--- config.mk ---
export PLATFORM = sky130hd
export DESIGN_NAME = ps2_rx_fifo
export DESIGN_NICKNAME = d
export VERILOG_FILES = /design/src/rtl/ps2_rx_fifo.sv
export SDC_FILE = /design/constraint.sdc
export NUM_CORES = 1
export LEC_CHECK = 0
export BUFFER_PORTS_ARGS = -buffer_cell sky130_fd_sc_hd__buf_2
export CAP_MARGIN = 20
export CORE_UTILIZATION = 55
export CTS_CLUSTER_DIAMETER = 150
export DETAILED_ROUTE_END_ITERATION = 8
export GPL_TIMING_DRIVEN = 0
export HOLD_SLACK_MARGIN = 0.15
export PLACE_DENSITY = 0.75
export SLEW_MARGIN = 20
export SYNTH_ARGS = -nofsm -noshare
export SYNTH_HDL_FRONTEND = slang
export SYNTH_SLANG_ARGS = --single-unit
--- constraint.sdc ---
create_clock -name clk -period 2.95 [get_ports clk]
set_clock_uncertainty 0.2 [all_clocks]
set_input_delay 0.295 -clock clk [delete_from_list [all_inputs] [get_ports clk]]
set_output_delay 0.295 -clock clk [all_outputs]
set_load 0.005 [all_outputs]
--- src/rtl/ps2_rx_fifo.sv ---
// PS/2 keyboard receiver: framed/checked bytes, E0/F0 prefix decode, FIFO with valid/ready read.
// Latency: code_valid SYNC_STAGES+3 clk after the stop-bit fall; a push into a full FIFO without a pop is dropped (overflow).
module ps2_rx_fifo #(
    parameter int DEPTH          = 8,
    parameter int SYNC_STAGES    = 2,
    parameter int TIMEOUT_CYCLES = 5000,
    parameter bit CHECK_PARITY   = 1'b1
) (
    input  logic                       clk,
    input  logic                       rst_n,
    input  logic                       ps2_clk,
    input  logic                       ps2_data,
    input  logic                       clr_err,
    output logic [9:0]                 code,
    output logic                       code_valid,
    input  logic                       code_ready,
    output logic [$clog2(DEPTH+1)-1:0] fifo_count,
    output logic                       parity_err,
    output logic                       frame_err,
    output logic                       overflow
);
    localparam int PW = $clog2(DEPTH);
    localparam int CW = $clog2(DEPTH + 1);
    localparam int TW = $clog2(TIMEOUT_CYCLES + 1);

    typedef enum logic [1:0] {IDLE, RECV, CHECK} state_t;

    logic [SYNC_STAGES-1:0] clk_sync;
    logic [SYNC_STAGES-1:0] dat_sync;
    logic                   clk_prev;
    logic                   fall;
    logic                   ps2_bit;

    always_ff @(posedge clk or negedge rst_n) begin
        if (!rst_n) begin
            clk_sync <= '1;
            dat_sync <= '1;
            clk_prev <= 1'b1;
        end else begin
            clk_sync <= {clk_sync[SYNC_STAGES-2:0], ps2_clk};
            dat_sync <= {dat_sync[SYNC_STAGES-2:0], ps2_data};
            clk_prev <= clk_sync[SYNC_STAGES-1];
        end
    end

    assign fall    = clk_prev & ~clk_sync[SYNC_STAGES-1];
    assign ps2_bit = dat_sync[SYNC_STAGES-1];

    state_t         state;
    logic [3:0]     bit_cnt;
    logic [9:0]     shreg;
    logic [TW-1:0]  tmo_cnt;
    logic           expand;
    logic           brk;
    logic           push_vld;
    logic [9:0]     push_dat;

    // shreg collects bits LSB-first: [7:0] byte, [8] parity, [9] stop
    always_ff @(posedge clk or negedge rst_n) begin
        if (!rst_n) begin
            state      <= IDLE;
            bit_cnt    <= '0;
            shreg      <= '0;
            tmo_cnt    <= '0;
            expand     <= 1'b0;
            brk        <= 1'b0;
            push_vld   <= 1'b0;
            push_dat   <= '0;
            parity_err <= 1'b0;
            frame_err  <= 1'b0;
        end else begin
            push_vld <= 1'b0;
            if (clr_err) begin
                parity_err <= 1'b0;
                frame_err  <= 1'b0;
            end
            case (state)
                IDLE: begin
                    tmo_cnt <= '0;
                    if (fall && !ps2_bit) begin
                        state   <= RECV;
                        bit_cnt <= 4'd1;
                    end
                end
                RECV: begin
                    if (fall) begin
                        tmo_cnt <= '0;
                        shreg   <= {ps2_bit, shreg[9:1]};
                        bit_cnt <= bit_cnt + 4'd1;
                        if (bit_cnt == 4'd10) begin
                            state <= CHECK;
                        end
                    end else if (tmo_cnt == TW'(TIMEOUT_CYCLES)) begin
                        frame_err <= 1'b1;
                        expand    <= 1'b0;
                        brk       <= 1'b0;
                        tmo_cnt   <= '0;
                        state     <= IDLE;
                    end else begin
                        tmo_cnt <= tmo_cnt + 1'b1;
                    end
                end
                CHECK: begin
                    state   <= IDLE;
                    bit_cnt <= '0;
                    if (!shreg[9]) begin
                        frame_err <= 1'b1;
                        expand    <= 1'b0;
                        brk       <= 1'b0;
                    end else if (CHECK_PARITY && (^shreg[8:0]) != 1'b1) begin
                        parity_err <= 1'b1;
                        expand     <= 1'b0;
                        brk        <= 1'b0;
                    end else if (shreg[7:0] == 8'hE0) begin
                        expand <= 1'b1;
                    end else if (shreg[7:0] == 8'hF0) begin
                        brk <= 1'b1;
                    end else begin
                        push_vld <= 1'b1;
                        push_dat <= {expand, brk, shreg[7:0]};
                        expand   <= 1'b0;
                        brk      <= 1'b0;
                    end
                end
                default: state <= IDLE;
            endcase
        end
    end

    logic [9:0]    mem [DEPTH];
    logic [PW-1:0] wr_ptr;
    logic [PW-1:0] rd_ptr;
    logic [CW-1:0] count;
    logic          full;
    logic          pop;
    logic          push_ok;

    assign code_valid = (count != '0);
    assign fifo_count = count;
    assign full       = (count == CW'(DEPTH));
    assign pop        = code_valid & code_ready;
    // a full FIFO still accepts a push when the head leaves in the same cycle
    assign push_ok    = push_vld & (~full | pop);

    always_ff @(posedge clk) begin
        if (push_ok) begin
            mem[wr_ptr] <= push_dat;
        end
    end

    always_ff @(posedge clk or negedge rst_n) begin
        if (!rst_n) begin
            wr_ptr   <= '0;
            rd_ptr   <= '0;
            count    <= '0;
            code     <= '0;
            overflow <= 1'b0;
        end else begin
            if (clr_err) begin
                overflow <= 1'b0;
            end
            if (push_vld && full && !pop) begin
                overflow <= 1'b1;
            end
            if (push_ok) begin
                wr_ptr <= wr_ptr + 1'b1;
            end
            if (pop) begin
                rd_ptr <= rd_ptr + 1'b1;
            end
            case ({push_ok, pop})
                2'b10:   count <= count + 1'b1;
                2'b01:   count <= count - 1'b1;
                default: count <= count;
            endcase
            // keep code equal to the head entry; hold it when the FIFO drains
            if (pop) begin
                if (count > CW'(1)) begin
                    code <= mem[rd_ptr + 1'b1];
                end else if (push_ok) begin
                    code <= push_dat;
                end
            end else if (count == '0 && push_ok) begin
                code <= push_dat;
            end
        end
    end
endmodule

# Word-level counts from Yosys, hierarchy flattened
# Memories as Yosys holds them, arrays and structs flattened.
# Cells that the tools add are included.
word_totals:
  mem_count: 1
  reg_bits: 70
  out_inout_bits: 18
  ram_bits: 80
classes:
  add_sub_neg: 6
  n_reduce_logical: 23
  n_eq_ne: 18
  magnitude_cmp: 1
  muxes: 46
  n_bitwise: 8
memory_table:
  columns: ["name", "words", "word_bits", "read_ports", "rd_clocked_by_memory_dff", "write_ports", "line", "rtl"]
  rows:
  - ["mem", 8, 10, 1, 0, 1, "130", "logic [9:0] mem [DEPTH];"]
ops:
  columns: ["op", "n"]
  rows:
  - ["2-to-1 mux 10 bit", 4]
  - ["2-to-1 mux 1 bit", 27]
  - ["2-to-1 mux 13 bit", 2]
  - ["case mux 13 bit (2 select lines)", 1]
  - ["equality test 8 bit, second input constant", 2]
  - ["adder 13 x 1 -> 13 bit, second input constant", 1]
  - ["equality test 13 bit, second input constant", 1]
  - ["case mux 4 bit (3 select lines)", 1]
  - ["nonzero test 2 bit", 5]
  - ["XOR reduction 9 bit", 1]
  - ["adder 4 x 1 -> 4 bit, second input constant", 2]
  - ["equality test 4 bit, second input constant", 2]
  - ["2-to-1 mux 2 bit", 4]
  - ["2-to-1 mux 4 bit", 2]
  - ["!= test 2 bit, second input constant", 4]
  - ["case mux 4 bit (2 select lines)", 1]
  - ["AND reduction 4 bit", 2]
  - ["adder 3 x 1 -> 3 bit, second input constant", 2]
  - ["!= test 3 bit, second input constant", 2]
  - ["case mux 1 bit (2 select lines)", 3]
  - ["AND reduction 3 bit", 2]
  - ["!= test 5 bit, second input constant", 1]
  - ["AND reduction 5 bit", 1]
  - ["equality test 2 x 1 -> 1 bit, second input constant", 2]
  - ["16 further kinds", 27]

# Logic depth before layout (Yosys ltp)
# Gate-level depths: netlist of the first run.
logic_depth:
  ltp_word: 7
  depth_mapped: 11
  mapped_depth_nobuf: 10

# Worst setup path after synthesis of the first run
# No wires, ideal clock.
synth_path:
  kind: "register to register"
  start: "register count[0] (netlist: fifo_count[0])"
  end: "memory mem[0][0], enable pin"
  required_ps: 2346
  t_arrival_ps: 2326
  setup_slack_ps: 20
  period_less_slack_ps: 2930
  n_path_buf: 0
  path_stages_with_launch: 7
  setup_ps: 404
  path_cell_list: "dfrtp_1 > inv_1 > ha_1 > nor4bb_1 > nor2_1 > clkinv_1 > nor4_1"
synth_via:
  elab_chain_cells: 6
  word_cells_on_any_way: 8
  cone_classes: "1 x eq/ne; 2 x mux; 4 x bitwise; 1 x reduce/logical"
synth_rtl:
  columns: ["item", "line", "rtl"]
  rows:
  - ["start, declared", "133", "logic [CW-1:0] count;"]
  - ["start signal, assigned", "172", "2'b10: count <= count + 1'b1;"]
  - ["start signal, assigned", "173", "2'b01: count <= count - 1'b1;"]
  - ["start signal, assigned", "174", "default: count <= count;"]
  - ["nonzero test 4 bit / equality test 4 bit (equally long branches)", "138, 140", null]
  - ["bitwise AND 1 bit / NOT 1 bit (equally long branches)", "141, 143", null]
  - ["OR 1 bit (*)", "143", "assign push_ok = push_vld & (~full | pop);"]
  - ["bitwise AND 1 bit (*)", "143", null]
  - ["2-to-1 mux 1 bit (*)", "146", "if (push_ok) begin"]
  - ["2-to-1 mux 1 bit (not written as such) (*)", "147", "mem[wr_ptr] <= push_dat;"]
  - ["end, declared", "130", null]
# Mark *: on every way between the ends. The rest lies on a longest branch, timed or not.

# Worst setup path after layout of the first run
layout_path:
  start: "register count[0] (netlist: fifo_count[0])"
  end: "memory mem[7][5], enable pin"
# Same word-level chain as after synthesis.

==> results of run 1 <==
metrics by stage:
step	worst slack, ns	hold slack, ns
after detailed placement	-0.07999	-0.03126
after CTS	0.005104	0.1558
final	0.1388	0.1554
after floorplan	0.02039	-0.2006
after global placement	-0.7820	0.1458
after global routing	-0.04088	0.1617
where the power goes:
group	internal (W)	switching, W
clock network	0.00149	0.000822
logic	0.000919	0.00110
registers	0.00241	0.000210
how the worst max path moves through the flow:
stage / endpoint / depth (start not counted) / slack [ns]
floorplan: mem[0][0] / 6 / 0.02
global placement: mem[0][6] / 6 / -0.78
detailed placement: code[8] / 11 / -0.08
CTS: code[8] / 11 / 0.005
global route: mem[6][1] / 6 / -0.04
finish: mem[7][5] / 6 / 0.14
logic make-up (layout without fill, tap and decap cells):
kind of cell | count (synthesis) | after routing
compound gates | 74 | 74
xor+xnor | 15 | 15
fa+ha+maj | 20 | 20
buf+inv | 39 | 109
flops | 150 | 150
mux | 49 | 49
simple gates | 127 | 127
cells in the mapped netlist (all sizes together), types with 2 or more instances:
| library cell | count |
|---|---|
| a21oi | 10 |
| a31oi | 9 |
| and3 | 2 |
| and4 | 3 |
| and4bb | 3 |
| buf | 11 |
| clkbuf | 7 |
| dfrtp | 65 |
| dfstp | 5 |
| edfxtp | 80 |
| ha | 20 |
| inv | 20 |
| mux2 | 16 |
| mux2i | 13 |
| mux4 | 20 |
| nand2 | 55 |
| nand2b | 3 |
| nand3 | 14 |
| nand4 | 3 |
| nand4b | 2 |
| nor2 | 19 |
| nor2b | 3 |
| nor3 | 9 |
| nor4 | 2 |
| o21ai | 46 |
| o22ai | 2 |
| or2 | 2 |
| or3 | 3 |
| xnor2 | 7 |
| xor2 | 7 |
worst max-delay path, delay by kind of cell (launching register included):
kind	cells	cell delay (ns)
flops	1	0.45
buf+inv	1	0.11
simple gates	4	1.42
fa+ha+maj	1	0.24
registers in the layout, indices dropped and copies added, names as in the netlist, 4 cells and up:
signal      cells
bit_cnt         4
code           10
fifo_count      4
mem            80
push_dat       10
shreg          10
tmo_cnt        13
layer usage:
| metal | global-route usage (%) | share of wire [%] | wire [um] | vias up |
|---|---|---|---|---|
| met2 | 38.38 | 53 | 6615 | 110 |
| met1 | 26.34 | 41 | 5115 | 1956 |
| li1 | - | - | - | 1870 |
| met4 | 9.640 | 2.0 | 245 | 0 |
| met3 | 4.464 | 3.6 | 448 | 29 |
| met5 | 0 | 0 | 0 | - |
what timing repair did:
action / 4_1_cts / 5_1_grt
setup endpoints to repair: 16 / 26
setup buffers: 0 / 3
resized for setup: 2 / 7
hold buffers: 7 / 0
hold endpoints to repair: 77 / 0
cell type report:
type	count	area [um^2]	area share (%)
flip-flops and latches	150	4160	53.70
multi-input cells	285	2313	29.86
clock buffers	18	429.2	5.539
repair buffers	39	272.8	3.521
clock inverters	13	205.2	2.649
well taps	143	178.9	2.309
plain buffers	18	108.9	1.405
inverters	21	78.83	1.017
layout by cell type (no fill, tap or decap), drive strengths merged, types with 7 or more instances in the layout:
master and instances:
a31oi 9, o21ai 46, xnor2 7, nor3 9
nand3 14, nor2 19, edfxtp 80, dlygate4sd3 7
a21oi 10, buf 42, mux2 16, nand2 55
mux4 20, dfrtp 65, xor2 7, clkbuf 26
ha 20, mux2i 13, inv 22
==> impl_metrics.ini, run 1 <==
[min_path]
hold_start = dat_sync[0]
min_path_type = reg -> reg
hold_path_end = dat_sync[1]
hold_depth = 0

[finish]
final_nets = 558
utilization_pct = 66.99
stdcell_count = 687
fillers = 785
drive_above_1_share_pct = 23.53
num_antenna_cells = 0
areaGrowthSynthToFinish_pct = 17.36
final_cell_area_um2 = 7747

[synthesis]
muxShareOfSynthArea_pct = 12.04
synth_top_area_share_pct = 36.39
synthSimpleGateAreaFrac_pct = 9.610
yosysSeqAreaShare_pct = 63.02
synth_top_family_by_area = multiplexers
synth_seq_cells = 150
synth_area_um2 = 6601
async_flop_share_pct = 46.67
yosys_warnings = 0
synth_xor_area_share_pct = 2.597
synth_top_area_cell = edfxtp_1
syn_nets = 500
synthCells = 474
synth.distinct_cells = 55
yosys-top-cells-area = edfxtp_1 (36%), dfrtp_1 (25%), mux4_2 (6.8%)
synth_edf_count = 80
synth-adder-area-share_pct = 3.791
synth.avg_cell_area_um2 = 13.93
yosys_most_used_dff = edfxtp_1
synth_compound_area_share_pct = 6.179

[worst_setup_path]
path_class = reg -> reg
crit_top_cell = nor2_1
startpoint = fifo_count[0]
worst_r2r_path_depth = 6
startpoint_type = flop
cp_slowest_cell = nor2_1
worstReg2RegEnd = mem[7][5]
crit_required_ns = 2.79
critPathCaptureType = flop
r2r_start = fifo_count[0]
cp_slowest_stage_delay_ns = 0.81
cp_max_fo = 10
r2r_slack_ns = 0.14
worstPathArrival_ns = 2.65
cp_cell_sequence = inv_1 > ha_1 > nor4bb_4 > nor2_1 > nand2_1 > nor2_1

[global_route]
grt_use_total_pct = 21.91
first_global_vias = 4054
antenna_found_initial = 0
grt_max_degree = 58
grt_pass1_wl_um = 20810
overflow = 0

[route]
viasPerCell = 5.771
wl_per_cell_um = 18.08
dr.first_iter.drc_count = 263
firstDrtPassIters = 7
drc = 7
wl_um = 12420
vias = 3965
antenna_left = 0

[run]
cap_violations = 0

[timing]
setup_viol = 0
finalCriticalPeriod_ns = 2.811
clock.fmax_ghz = 0.3557
rsz0062_at_grt = true
period_share_pct = 95.29
drv_slew = 0
tns_ns = 0
tightest_slew_ns = 0.9972
finalHoldViolations = 0
slew_headroom_pct = 33.27

[die]
die-height_um = 111.6
coreArea_um2 = 11560
rows = 39
dieArea_um2 = 12440
start_util_pct = 57.08
io_pins = 24
fp.dieW_um = 111.6

[clock_tree]
clock_sinks = 150
clock_latency_ns = 0.42
htreeDepth = 4
clk_path_buf_depth = 2
cts_tree = built
clkSlewWorstSetupHoldPaths_ns = 0.06
cts_root_buffer = clkbuf_16
numCtsBuffers = 17

[power_and_ir_drop]
leakage_nw = 3.110
peakVddDrop_v = 0.0004403
p_total_w = 0.006948
powerDensity_nw_per_um2 = 896.8

[outcome]
status = finished with violations
violations = design-rule violations

[placement]
port-buffer-count = 23
gp_congestion = 0.8536
dpl.hpwl_um = 8266
placedCellCount = 646
dpl_cell_area_um2 = 6987
(Power assumes the default switching activity.)
==> run 2, diff against run 1 <==
--- a/config.mk
+++ b/config.mk
@@ -5,8 +5,10 @@
 export SDC_FILE = /design/constraint.sdc
 export NUM_CORES = 1
 export LEC_CHECK = 0
+export ABC_AREA = 1
 export BUFFER_PORTS_ARGS = -buffer_cell sky130_fd_sc_hd__buf_2
 export CAP_MARGIN = 20
+export CORE_ASPECT_RATIO = 1.2
 export CORE_UTILIZATION = 55
 export CTS_CLUSTER_DIAMETER = 150
 export DETAILED_ROUTE_END_ITERATION = 8
==> impl_metrics.ini, run 2 <==
[worst_setup_path]
worstPathArrival_ns = 2.55
crit_required_ns = 2.78
cp_slowest_cell = nor2_1
cp_cell_sequence = inv_1 > ha_1 > nand3_1 > nand2_1 > or2_2 > nor2_1
path_class = reg -> reg
cp_slowest_stage_delay_ns = 0.72
cp_max_fo = 10
critPathCaptureType = flop
startpoint_type = flop

[power_and_ir_drop]
p_total_w = 0.008080
powerDensity_nw_per_um2 = 1031
peakVddDrop_v = 0.0007436
leakage_nw = 3.234

[clock_tree]
hold_buffers = 6
cts_tree = built
htreeDepth = 4
clkSlewWorstSetupHoldPaths_ns = 0.06
clk_path_buf_depth = 2
clock_latency_ns = 0.41
cts_root_buffer = clkbuf_16
clock_sinks = 150
post_cts_resized = 0
numCtsBuffers = 17
postCtsSetupRepairBufs = 0

[timing]
slew_headroom_pct = 37.71
finalHoldViolations = 0
tns_ns = 0
finalCriticalPeriod_ns = 2.720
clock.fmax_ghz = 0.3677
period_share_pct = 92.19
setup_viol = 0
rsz0062_at_grt = false
drv_slew = 0
tightest_slew_ns = 0.9310

[synthesis]
yosys_warnings = 0
async_flop_share_pct = 46.67
synth_most_common_cell = nand2_1
yosys-top-cells-area = edfxtp_1 (35%), dfrtp_1 (24%), nand2_1 (6.2%)
synth.avg_cell_area_um2 = 10.27
synthCells = 662
synth_seq_cells = 150
yosys_most_used_dff = edfxtp_1
synthTopCellsByCount = nand2_1 (112), nor2_1 (109), edfxtp_1 (80)
synth.distinct_cells = 37
yosysSeqAreaShare_pct = 61.19
syn_nets = 688
synth_area_um2 = 6799
synth_edf_count = 80
synth_top_area_cell = edfxtp_1
synth_top_area_share_pct = 35.33

[global_route]
overflow = 0
grt_max_degree = 57
antenna_found_initial = 0
grt_use_total_pct = 26.26
grt_pass1_wl_um = 24360
first_global_vias = 4924

[placement]
gp_congestion = 0.9179
port-buffer-count = 23
dpl.hpwl_um = 10400

[finish]
final_cell_mix = nand2_1 (112), nor2_1 (109), edfxtp_1 (80)
utilization_pct = 64.99
final_nets = 737
reg.largest.list = mem (80), tmo_cnt (13)
layout_commonest_cell = nand2_1
num_antenna_cells = 0
drive_above_1_share_pct = 16.71
largest_reg_flops = 80
top_register = mem
areaGrowthSynthToFinish_pct = 15.24

[die]
coreArea_um2 = 12060
dieArea_um2 = 12810
rows = 44
fp.dieW_um = 103.5
io_pins = 24
start_util_pct = 56.39
die-height_um = 123.8

[outcome]
status = completed

[route]
drc = 0
wl_um = 15300
viasPerCell = 5.576
wl_per_cell_um = 17.29
antenna_left = 0
firstDrtPassIters = 6
vias = 4935
dr.first_iter.drc_count = 380

[min_path]
min_path_type = reg -> reg

[run]
cap_violations = 0
## run 2: worst paths after layout
kind	start	to	cells after the start	slack [ns]
max	fifo_count[0]	mem[6][7]	6	0.23
min	dat_sync[0]	dat_sync[1]	0	0.16
max reg2reg	fifo_count[0]	mem[6][7]	6	0.23
min reg2reg	dat_sync[0]	dat_sync[1]	0	0.16
max in group asynchronous	rst_n	tmo_cnt[5]	3	1.28
min in group asynchronous	rst_n	bit_cnt[0]	3	0.22
## run 2: layout make-up
type | count | area [um^2]
Clock buffer | 17 | 425.4
Tap cell | 161 | 201.4
Buffer | 19 | 110.1
Timing Repair Buffer | 30 | 205.2
Inverter | 51 | 193.9
Fill cell | 900 | 4222
Multi-Input combinational cell | 442 | 2335
Clock inverter | 15 | 203.9
Sequential cell | 150 | 4160
## run 2: cell families after synthesis
kind of cell,synth area share [%]
xor+xnor,1.417
simple gates,18.27
compound gates,10.97
flops,61.19
buf+inv,4.472
fa+ha+maj,3.681
## run 2: layer usage
layer / share of wire (%) / GRT usage, % / vias to the layer above
met5: 0 / 0 / -
met4: 3.3 / 11.62 / 0
met3: 4.5 / 4.882 / 40
met2: 53 / 45.78 / 185
met1: 39 / 31.52 / 2377
li1: - / - / 2333
## run 2: where the power goes
| part | switching [W] | total, W | leakage (nW) | internal (W) |
|---|---|---|---|---|
| registers | 0.000287 | 0.00280 | 1.66 | 0.00251 |
| logic | 0.00201 | 0.00300 | 1.29 | 0.000998 |
| clock network | 0.000861 | 0.00228 | 0.287 | 0.00142 |
| total | 0.00315 | 0.00808 | 3.23 | 0.00493 |
## run 2: through the flow
step	cell area, um^2	setup WS (ns)	hold WS (ns)	cells
finish	7835	0.2303	0.1567	885
CTS	7835	0.2281	0.1570	885
global placement	7116	0.2228	0.1467	846
global route	7835	0.07100	0.1576	885
detailed placement	7146	0.2499	-0.02772	847
floorplan	6799	0.6661	-0.2006	662
## run 2: worst max-delay path: cells and delay by family, from the launching register on
kind | cells | cell delay, ns
DFF | 1 | 0.43
and+or+nand+nor | 4 | 1.32
adders and majority gates | 1 | 0.26
buffers and inverters | 1 | 0.12
==> run 3, diff against run 2 <==
--- a/config.mk
+++ b/config.mk
@@ -14,6 +14,7 @@
 export DETAILED_ROUTE_END_ITERATION = 8
 export GPL_TIMING_DRIVEN = 0
 export HOLD_SLACK_MARGIN = 0.15
+export MAX_ROUTING_LAYER = met4
 export PLACE_DENSITY = 0.75
 export SLEW_MARGIN = 20
 export SYNTH_ARGS = -nofsm -noshare
==> constraint.sdc (replaced) <==
create_clock -name clk -period 2.95 [get_ports clk]
set_clock_uncertainty 0.2 [all_clocks]
set_input_delay 0.295 -clock clk [delete_from_list [all_inputs] [get_ports clk]]
set_output_delay 0.295 -clock clk [all_outputs]
set_load 0.02 [all_outputs]
==> impl_metrics.ini, run 3 (same netlist as run 2, synthesis figures left out) <==
[clock_tree]
htreeDepth = 4
clk_path_buf_depth = 2
clock_latency_ns = 0.42
cts_root_buffer = clkbuf_16
numCtsBuffers = 17
cts_tree = built
clkSlewWorstSetupHoldPaths_ns = 0.06
clock_sinks = 150

[run]
cap_violations = 0

[die]
dieArea_um2 = 12810
start_util_pct = 56.39
rows = 44
die-height_um = 123.8
fp.dieW_um = 103.5
coreArea_um2 = 12060
io_pins = 24

[timing]
clock.fmax_ghz = 0.3685
layout_setup_ws_ns = 0.2360
tns_ns = 0
drv_slew = 0
period_share_pct = 92.00
setup_viol = 0
finalCriticalPeriod_ns = 2.714
tightest_slew_ns = 0.9061
rsz0062_at_grt = false
finalHoldViolations = 0
slew_headroom_pct = 39.37

[worst_setup_path]
worstPathArrival_ns = 2.56
crit_required_ns = 2.79
startpoint_type = flop
critPathCaptureType = flop
path_class = reg -> reg
cp_max_fo = 10

[finish]
final_nets = 737
layout_commonest_cell = nand2_1
reg.largest.list = mem (80), tmo_cnt (13)
num_antenna_cells = 0
areaGrowthSynthToFinish_pct = 14.63
largest_reg_flops = 80
top_register = mem
final_cell_mix = nand2_1 (112), nor2_1 (109), edfxtp_1 (80)
drive_above_1_share_pct = 16.30

[route]
drc = 0
viasPerCell = 5.453
firstDrtPassIters = 5
vias = 4826
dr.first_iter.drc_count = 293
antenna_left = 0
wl_per_cell_um = 16.51
wl_um = 14610

[power_and_ir_drop]
powerDensity_nw_per_um2 = 1029
peakVddDrop_v = 0.0006156
leakage_nw = 3.221

[global_route]
first_global_vias = 4760
overflow = 0
grt_max_degree = 62
grt_pass1_wl_um = 23610
grt_use_total_pct = 26.02
antenna_found_initial = 0

[min_path]
min_path_type = reg -> reg

[placement]
dpl.hpwl_um = 10280
gp_congestion = 0.9113
port-buffer-count = 23
dp_slack_ns = 0.2059

[outcome]
status = completed
run 3: cell types whose count changed in the layout (fill, tap and decap cells not counted), sizes merged:
cell and delta:
clkinvlp -2, clkinv +2, inv -1, bufinv -1
clkbuf +2
run 3: final timing paths:
path / from / end / slack (ns) / depth (start not counted)
worst max register to register: fifo_count[0] / mem[4][6] / 0.24 / 6
worst min-delay path: dat_sync[0] / dat_sync[1] / 0.16 / 0
min in group asynchronous: rst_n / bit_cnt[2] / 0.21 / 3
max in group asynchronous: rst_n / tmo_cnt[8] / 1.55 / 3
worst max-delay path: fifo_count[0] / mem[4][6] / 0.24 / 6
worst min register to register: dat_sync[0] / dat_sync[1] / 0.16 / 0
run 3: report_power, final:
group | switching, W | internal (W)
logic | 0.00207 | 0.00100
registers | 0.000292 | 0.00251
clock network | 0.000830 | 0.00132
total | 0.00319 | 0.00483
run 3: area by class of cell:
type / instances / area [um^2]
flip-flops and latches: 150 / 4160
plain buffers: 19 / 110.1
fillers: 925 / 4263
clock inverters: 13 / 155.1
clock buffers: 19 / 432.9
multi-input cells: 442 / 2335
well taps: 161 / 201.4
inverters: 51 / 193.9
repair buffers: 30 / 205.2
run 3: stage by stage:
stage | utilization [%] | instances | area, um^2 | hold WS [ns] | power [W]
global placement | 59.02 | 846 | 7116 | 0.1466 | 0.005750
global route | 64.64 | 885 | 7794 | 0.1606 | 0.008482
floorplan | - | 662 | 6799 | -0.2006 | 0.004936
detailed placement | 59.27 | 847 | 7146 | -0.05771 | 0.005871
finish | 64.64 | 885 | 7794 | 0.1562 | 0.008023
CTS | 64.64 | 885 | 7794 | 0.1585 | 0.008040
run 3: timing repair:
action	4_1_cts	5_1_grt
buffers inserted	0	0
resized for setup	0	0
hold buffers	6	0
hold endpoints to repair	78	0
run 3: routing by layer:
metal / wire [um] / share of wire [%] / vias up / GRT usage (%)
met5: 0 / 0 / - / -
met1: 5960 / 41 / 2326 / 31.10
li1: - / - / 2344 / -
met4: 405 / 2.8 / 0 / 10.74
met3: 751 / 5.1 / 33 / 5.051
met2: 7496 / 51 / 123 / 43.21
run 3: worst max-delay path, stage by stage, from the launching register on:
cell     delay (ns)
dfrtp_1        0.44
inv_1          0.12
ha_1           0.25
nand3_1        0.11
nand2_1        0.14
or2_2          0.37
nor2_1         0.70
